### src/rtl/secded_decode_pipe_if.sv
// Valid/ready bundle for the SECDED decoder: codeword in, corrected word out.
// master = codeword source and result sink; slave = decoder.
interface secded_decode_pipe_if #(
  parameter int TAG_W = 5
);
  // A word moves on either side only in a cycle where valid && ready are both high.
  // A raised valid and its payload stay stable until that transfer happens.
  logic             in_valid;
  logic             in_ready;
  logic [38:0]      in_code;
  logic [TAG_W-1:0] in_tag;
  logic             out_valid;
  logic             out_ready;
  logic [31:0]      out_data;
  logic [TAG_W-1:0] out_tag;
  logic             out_sec;
  logic             out_ded;

  modport master (
    output in_valid, in_code, in_tag, out_ready,
    input  in_ready, out_valid, out_data, out_tag, out_sec, out_ded
  );

  modport slave (
    input  in_valid, in_code, in_tag, out_ready,
    output in_ready, out_valid, out_data, out_tag, out_sec, out_ded
  );
endinterface

### src/rtl/secded_decode_pipe.sv
// Two-stage SECDED (39,32) decoder: stage 1 registers syndrome and parity, stage 2 corrects.
// Optional saturating SEC/DED statistics counters are enabled with SECDED_STATS_EN.
module secded_decode_pipe #(
  parameter int TAG_W = 5,
  parameter int CNT_W = 16
) (
  input  logic                 clk,
  input  logic                 rst_in,
  secded_decode_pipe_if.slave  bus,
  input  logic                 cnt_clr,
  output logic [CNT_W-1:0]     sec_count,
  output logic [CNT_W-1:0]     ded_count
);

  logic             s1_valid_q, s1_valid_d;
  logic [38:0]      s1_code_q;
  logic [TAG_W-1:0] s1_tag_q;
  logic [5:0]       s1_syn_q, syn_d;
  logic             s1_par_q, par_d;

  logic             s2_valid_q, s2_valid_d;
  logic [31:0]      s2_data_q, data_d;
  logic [TAG_W-1:0] s2_tag_q;
  logic             s2_sec_q, sec_d;
  logic             s2_ded_q, ded_d;
  logic [38:0]      corr_code;

  logic             accept;
  logic             s2_load;

  // Data bits occupy every non-power-of-two Hamming position, ascending.
  function automatic logic [31:0] extract_data(input logic [38:0] cw);
    logic [31:0] d;
    int          k;
    d = '0;
    k = 0;
    for (int pos = 1; pos < 39; pos++) begin
      if ((pos & (pos - 1)) != 0) begin
        d[k[4:0]] = cw[pos];
        k++;
      end
    end
    return d;
  endfunction

  always_comb begin
    syn_d = '0;
    for (int pos = 1; pos < 39; pos++) begin
      if (bus.in_code[pos]) syn_d = syn_d ^ pos[5:0];
    end
    par_d = ^bus.in_code;
  end

  // S=0 with P=1 means only cw[0] flipped, so the data needs no fix.
  always_comb begin
    corr_code = s1_code_q;
    sec_d     = 1'b0;
    ded_d     = 1'b0;
    if (s1_syn_q == 6'd0) begin
      sec_d = s1_par_q;
    end else if (!s1_par_q) begin
      ded_d = 1'b1;
    end else if (s1_syn_q <= 6'd38) begin
      corr_code = s1_code_q ^ (39'd1 << s1_syn_q);
      sec_d     = 1'b1;
    end else begin
      ded_d = 1'b1;
    end
    data_d = extract_data(corr_code);
  end

  // Stage 1 can hand over whenever stage 2 is empty or emptying this cycle.
  assign s2_load      = s1_valid_q && (!s2_valid_q || bus.out_ready);
  assign bus.in_ready = !s1_valid_q || !s2_valid_q || bus.out_ready;
  assign accept       = bus.in_valid && bus.in_ready;
  assign s1_valid_d   = accept || (s1_valid_q && !s2_load);
  assign s2_valid_d   = s2_load || (s2_valid_q && !bus.out_ready);

  always_ff @(posedge clk) begin
    if (rst_in) begin
      s1_valid_q <= 1'b0;
      s1_code_q  <= '0;
      s1_tag_q   <= '0;
      s1_syn_q   <= '0;
      s1_par_q   <= 1'b0;
      s2_valid_q <= 1'b0;
      s2_data_q  <= '0;
      s2_tag_q   <= '0;
      s2_sec_q   <= 1'b0;
      s2_ded_q   <= 1'b0;
    end else begin
      s1_valid_q <= s1_valid_d;
      s2_valid_q <= s2_valid_d;
      if (accept) begin
        s1_code_q <= bus.in_code;
        s1_tag_q  <= bus.in_tag;
        s1_syn_q  <= syn_d;
        s1_par_q  <= par_d;
      end
      if (s2_load) begin
        s2_data_q <= data_d;
        s2_tag_q  <= s1_tag_q;
        s2_sec_q  <= sec_d;
        s2_ded_q  <= ded_d;
      end
    end
  end

  assign bus.out_valid = s2_valid_q;
  assign bus.out_data  = s2_data_q;
  assign bus.out_tag   = s2_tag_q;
  assign bus.out_sec   = s2_sec_q;
  assign bus.out_ded   = s2_ded_q;

`ifdef SECDED_STATS_EN
  logic             out_xfer;
  logic [CNT_W-1:0] sec_cnt_q, sec_cnt_d;
  logic [CNT_W-1:0] ded_cnt_q, ded_cnt_d;

  assign out_xfer = s2_valid_q && bus.out_ready;

  // Clear wins over a same-cycle increment; both counters stick at all-ones.
  always_comb begin
    sec_cnt_d = sec_cnt_q;
    ded_cnt_d = ded_cnt_q;
    if (cnt_clr) begin
      sec_cnt_d = '0;
      ded_cnt_d = '0;
    end else if (out_xfer) begin
      if (s2_sec_q && (sec_cnt_q != '1)) sec_cnt_d = sec_cnt_q + 1'b1;
      if (s2_ded_q && (ded_cnt_q != '1)) ded_cnt_d = ded_cnt_q + 1'b1;
    end
  end

  always_ff @(posedge clk) begin
    if (rst_in) begin
      sec_cnt_q <= '0;
      ded_cnt_q <= '0;
    end else begin
      sec_cnt_q <= sec_cnt_d;
      ded_cnt_q <= ded_cnt_d;
    end
  end

  assign sec_count = sec_cnt_q;
  assign ded_count = ded_cnt_q;
`else
  logic unused_cnt_clr;
  assign unused_cnt_clr = cnt_clr;
  assign sec_count      = '0;
  assign ded_count      = '0;
`endif

endmodule

### src/flat_wrapper.sv
// flat-port wrapper written by rule: the top's interface ports become plain ports
module secded_decode_pipe_flat 
#(
  parameter int TAG_W = 5,
  parameter int CNT_W = 16
)
  (clk, rst_in, cnt_clr, sec_count, ded_count, bus_in_valid, bus_in_code, bus_in_tag, bus_out_ready, bus_in_ready, bus_out_valid, bus_out_data, bus_out_tag, bus_out_sec, bus_out_ded);
  secded_decode_pipe_if #(.TAG_W(TAG_W)) bus_i ();
  input  logic clk;
  input  logic rst_in;
  input  logic cnt_clr;
  output logic [CNT_W-1:0] sec_count;
  output logic [CNT_W-1:0] ded_count;
  input wire logic [$bits(bus_i.in_valid)-1:0] bus_in_valid;
  input wire logic [$bits(bus_i.in_code)-1:0] bus_in_code;
  input wire logic [$bits(bus_i.in_tag)-1:0] bus_in_tag;
  input wire logic [$bits(bus_i.out_ready)-1:0] bus_out_ready;
  output wire logic [$bits(bus_i.in_ready)-1:0] bus_in_ready;
  output wire logic [$bits(bus_i.out_valid)-1:0] bus_out_valid;
  output wire logic [$bits(bus_i.out_data)-1:0] bus_out_data;
  output wire logic [$bits(bus_i.out_tag)-1:0] bus_out_tag;
  output wire logic [$bits(bus_i.out_sec)-1:0] bus_out_sec;
  output wire logic [$bits(bus_i.out_ded)-1:0] bus_out_ded;
  assign bus_i.in_valid = bus_in_valid;
  assign bus_i.in_code = bus_in_code;
  assign bus_i.in_tag = bus_in_tag;
  assign bus_i.out_ready = bus_out_ready;
  assign bus_in_ready = bus_i.in_ready;
  assign bus_out_valid = bus_i.out_valid;
  assign bus_out_data = bus_i.out_data;
  assign bus_out_tag = bus_i.out_tag;
  assign bus_out_sec = bus_i.out_sec;
  assign bus_out_ded = bus_i.out_ded;
  secded_decode_pipe #(.TAG_W(TAG_W), .CNT_W(CNT_W)) u_core (.clk(clk), .rst_in(rst_in), .bus(bus_i), .cnt_clr(cnt_clr), .sec_count(sec_count), .ded_count(ded_count));
endmodule
### config.mk
export PLATFORM = sky130hd
export DESIGN_NAME = secded_decode_pipe_flat
export DESIGN_NICKNAME = d
export VERILOG_FILES = /design/src/rtl/secded_decode_pipe_if.sv /design/src/rtl/secded_decode_pipe.sv /design/src/flat_wrapper.sv
export SDC_FILE = /design/constraint.sdc
export NUM_CORES = 1
export LEC_CHECK = 0
export ABC_AREA = 1
export BUFFER_PORTS_ARGS = -buffer_cell sky130_fd_sc_hd__buf_2
export CAP_MARGIN = 10
export CELL_PAD_IN_SITES_DETAIL_PLACEMENT = 1
export CELL_PAD_IN_SITES_GLOBAL_PLACEMENT = 1
export CORE_MARGIN = 4
export CORE_UTILIZATION = 37
export DETAILED_ROUTE_END_ITERATION = 10
export PLACE_DENSITY = 0.88
export REMOVE_ABC_BUFFERS = 1
export SKIP_LAST_GASP = 1
export SLEW_MARGIN = 20
export SYNTH_ARGS = -nofsm -noshare
export SYNTH_HDL_FRONTEND = slang
export SYNTH_SLANG_ARGS = --single-unit
### constraint.sdc
create_clock -name clk -period 2 [get_ports clk]
set_clock_uncertainty 0.05 [all_clocks]
set_input_delay 0 -clock clk [delete_from_list [all_inputs] [get_ports clk]]
set_output_delay 0 -clock clk [all_outputs]
set_load 0.01 [all_outputs]
==> reports/metrics.csv <==
stage,metric,value,unit
critical_path,regToRegSetupSlack,130,ps
power_and_ir_drop,total_power,4.70,mW
finish,fin_nets,915,
clock_tree,ctsRootBufferMaster,clkbuf_16,
critical_path,cp.arrival,2050,ps
route,wl_met3,773,um
critical_path,endpoint,u_core.bus.out_data[29],
clock_tree,cts_max_level,3,
die,num_rows,42,
timing,tightest_slew,584,ps
timing,setup_viol,0,
finish,area_growth,24.9,%
route,route.vias.total,5067,
critical_path,critPathTopFamily,simple AND/OR/NAND/NOR gates,
die,die_w,124,um
critical_path,crit_fanout,6,
timing,fin_crit,1870,ps
timing,fin_crit_sh,93.5,%
yosys,synth.avg_cell_area,6.66,um2
die,initial_core_util,37.6,%
timing,fmax,535,MHz
critical_path,reg2reg_depth,9,
timing,fin_ws,130,ps
run_status,outcome,"complete, no violations",
critical_path,slowest_delay,490,ps
route,dr.pass1.iters,5,
grt,antenna_found_initial,0,
power_and_ir_drop,pwr_density_cell,760,nW/um2
placed_design,placed_cell_area,5510,um2
route,drcViolationCount,0,
clock_tree,clock_path_buffers,2,
yosys,synthTopCellsByArea,"dfxtp_1, nand2_1, nor2_1",
grt,grt_pass1_vias,5040,
die,die_area,15300,um2
timing,finalHoldViolations,0,
die,io_pins,122,
critical_path,crit_start,u_core.s1_syn_q[5],
critical_path,path_cells,nand2_1 -> inv_1 -> a21oi_2 -> nor3_4 -> nand3_1 -> nand2_1 -> nand3_1 -> o211ai_1 -> inv_1,
critical_path,r2r_end,u_core.bus.out_data[29],
power_and_ir_drop,p_leak,3.17,nW
critical_path,startpoint_type,register,
clock_tree,postCtsSetupRepairBufs,0,
finish,drive_gt1_share,16.1,%
timing,slew_viol_final,0,
hold_path,holdCritPathClass,in2reg,
yosys,synth_seq_cells,85,
yosys,ys_seq_area_share,34.4,%
die,die_h,124,um
critical_path,crit_type,reg2reg,
clock_tree,cts_sinks,85,
yosys,synth_top_area_cell,dfxtp_1,
timing,slew-limit-headroom,61.1,%
route,drt.antenna.violating_nets,0,
grt,overflow,0,
critical_path,cp.depth,9,
critical_path,cp-end-kind,register,
finish,final_cell_area,6180,um2
die,core_area,13200,um2
critical_path,crit_path_top_delay_cell,dfxtp_1,
critical_path,r2r_start,u_core.s1_syn_q[5],
placed_design,io_buffers,88,
route,met2WireLength,8030,um
clock_tree,tritoncts,built,
yosys,ys_warn_count,0,
route,top_layer,met4,
grt,grt_pass1_wl,25400,um
yosys,syn_inst,744,
route,met1_length,6900,um
finish,n_fill_cell,1734,
clock_tree,numCtsBuffers,9,
yosys,netlist.area_leader.share,34.4,%
placed_design,place_worst_setup_slack,109,ps
route,wirelength,16300,um
placed_design,gp_congestion,0.843,
yosys,synthDistinctLibCells,32,
finish,n_antenna_cell,0,
route,viasPerCell,4.84,
clock_tree,clk_pin_slew,60,ps
power_and_ir_drop,ir_drop,0.443,mV
grt,grt_max_degree,63,
yosys,syn_area,4950,um2
run,maxCapViolations,0,
route,wl_per_cell,15.6,um
critical_path,critPathRequiredTime,2180,ps
placed_design,post-dp-hpwl,10800,um
route,first_iter_violations,317,
grt,grt_usage,21.2,%
critical_path,critPathBufInv,2,
clock_tree,clk_latency,350,ps
-- power by group --
group / switching, mW / total [mW] / internal (mW) / leakage, nW
combinational: 0.758 / 1.20 / 0.446 / 2.34
clock: 0.701 / 1.58 / 0.878 / 0.136
sequential: 0.0979 / 1.92 / 1.82 / 0.703
-- cells in the mapped netlist (all sizes together) --
master,count
xnor2,33
a21o,1
nand2b,1
dfxtp,85
nand3b,1
nor3,7
inv,84
nand4,1
nand2,172
buf,35
nand3,24
clkinv,1
a21oi,30
nor2,120
xor2,41
or2,1
clkbuf,23
o211ai,3
a31oi,1
o221ai,3
conb,1
o21ai,76
-- kinds of logic (layout without fill, tap and decap cells) --
kind of cell / Yosys count / count (layout) / synth area share [%]
simple gates: 327 / 327 / 27.0
other cells: 1 / 32 / 0.0757
flops: 85 / 85 / 34.4
xor+xnor: 74 / 74 / 13.1
compound gates: 114 / 114 / 12.0
buf+inv: 143 / 239 / 13.5
-- final cells by class --
type,count,area (um2),share of cell area [%]
sequential,85,1700,27.5
multi-input combinational,547,2730,44.1
clock buffer,11,243,3.92
timing repair buffer,138,933,15.1
tap,176,220,3.56
clock inverter,5,35.0,0.566
inverter,85,324,5.24
-- per-stage QoR --
step | TNS, ps | hold WS [ps] | cells | utilization [%]
6_report | 0 | 16.4 | 1047 | 46.9
5_1_grt | -2.05 | 53.9 | 1047 | 46.9
4_1_cts | 0 | 4.57 | 1047 | 46.7
3_5_place_dp | 0 | 185 | 994 | 41.8
3_3_place_gp | 0 | 177 | 994 | 41.8
2_1_floorplan | -52170 | 19.1 | 717 | -
-- routing by layer --
layer  vias up  GRT usage, %
li1       2478             -
met1      2411          25.9
met2       143          37.1
met3        35          2.95
met4         0          9.41
met5         -             0
-- sequential cells by signal, summed over array words and instances (netlist names), 5 cells and up --
signal and flops:
u_core.bus.out_data 32, u_core.bus.out_tag 5, u_core.s1_code_q 32, u_core.s1_syn_q 6
u_core.s1_tag_q 5
-- cells in the final DEF (no fill, tap or decap), types with 2 or more instances in the layout --
cell           instances
nand2_1              160
nor2_1               118
buf_2                 88
dfxtp_1               85
inv_1                 80
o21ai_0               66
xor2_1                40
dlygate4sd3_1         37
xnor2_1               33
conb_1                32
a21oi_1               29
nand3_1               22
nand2_2               11
buf_4                 11
o21ai_1               10
clkbuf_16              9
nor3_1                 5
o211ai_1               3
o221ai_1               3
inv_2                  2
nor3_4                 2
nand3_2                2
inv_4                  2
clkinv_2               2
buf_12                 2
-- tightest hold or removal path, cell delays in order --
cell and delay [ps]:
buf_2 160, o21ai_0 100, a21oi_1 100
-- worst min path at each step --
stage / start / end / slack (ps) / depth (start not counted)
2_1_floorplan: rst_in / u_core.bus.out_sec / 20 / 1
3_3_place_gp: bus_in_tag[2] / u_core.s1_tag_q[2] / 180 / 3
3_5_place_dp: bus_in_tag[2] / u_core.s1_tag_q[2] / 190 / 3
4_1_cts: bus_in_code[37] / u_core.s1_code_q[37] / 5 / 3
5_1_grt: bus_in_code[35] / u_core.s1_code_q[35] / 50 / 3
6_report: bus_in_code[35] / u_core.s1_code_q[35] / 20 / 3
-- repair_timing --
item,CTS,global route
hold endpoints to repair,37,0
hold buffers,37,0
resized for setup,0,10
setup endpoints to repair,0,24
(Power assumes the default switching activity.)
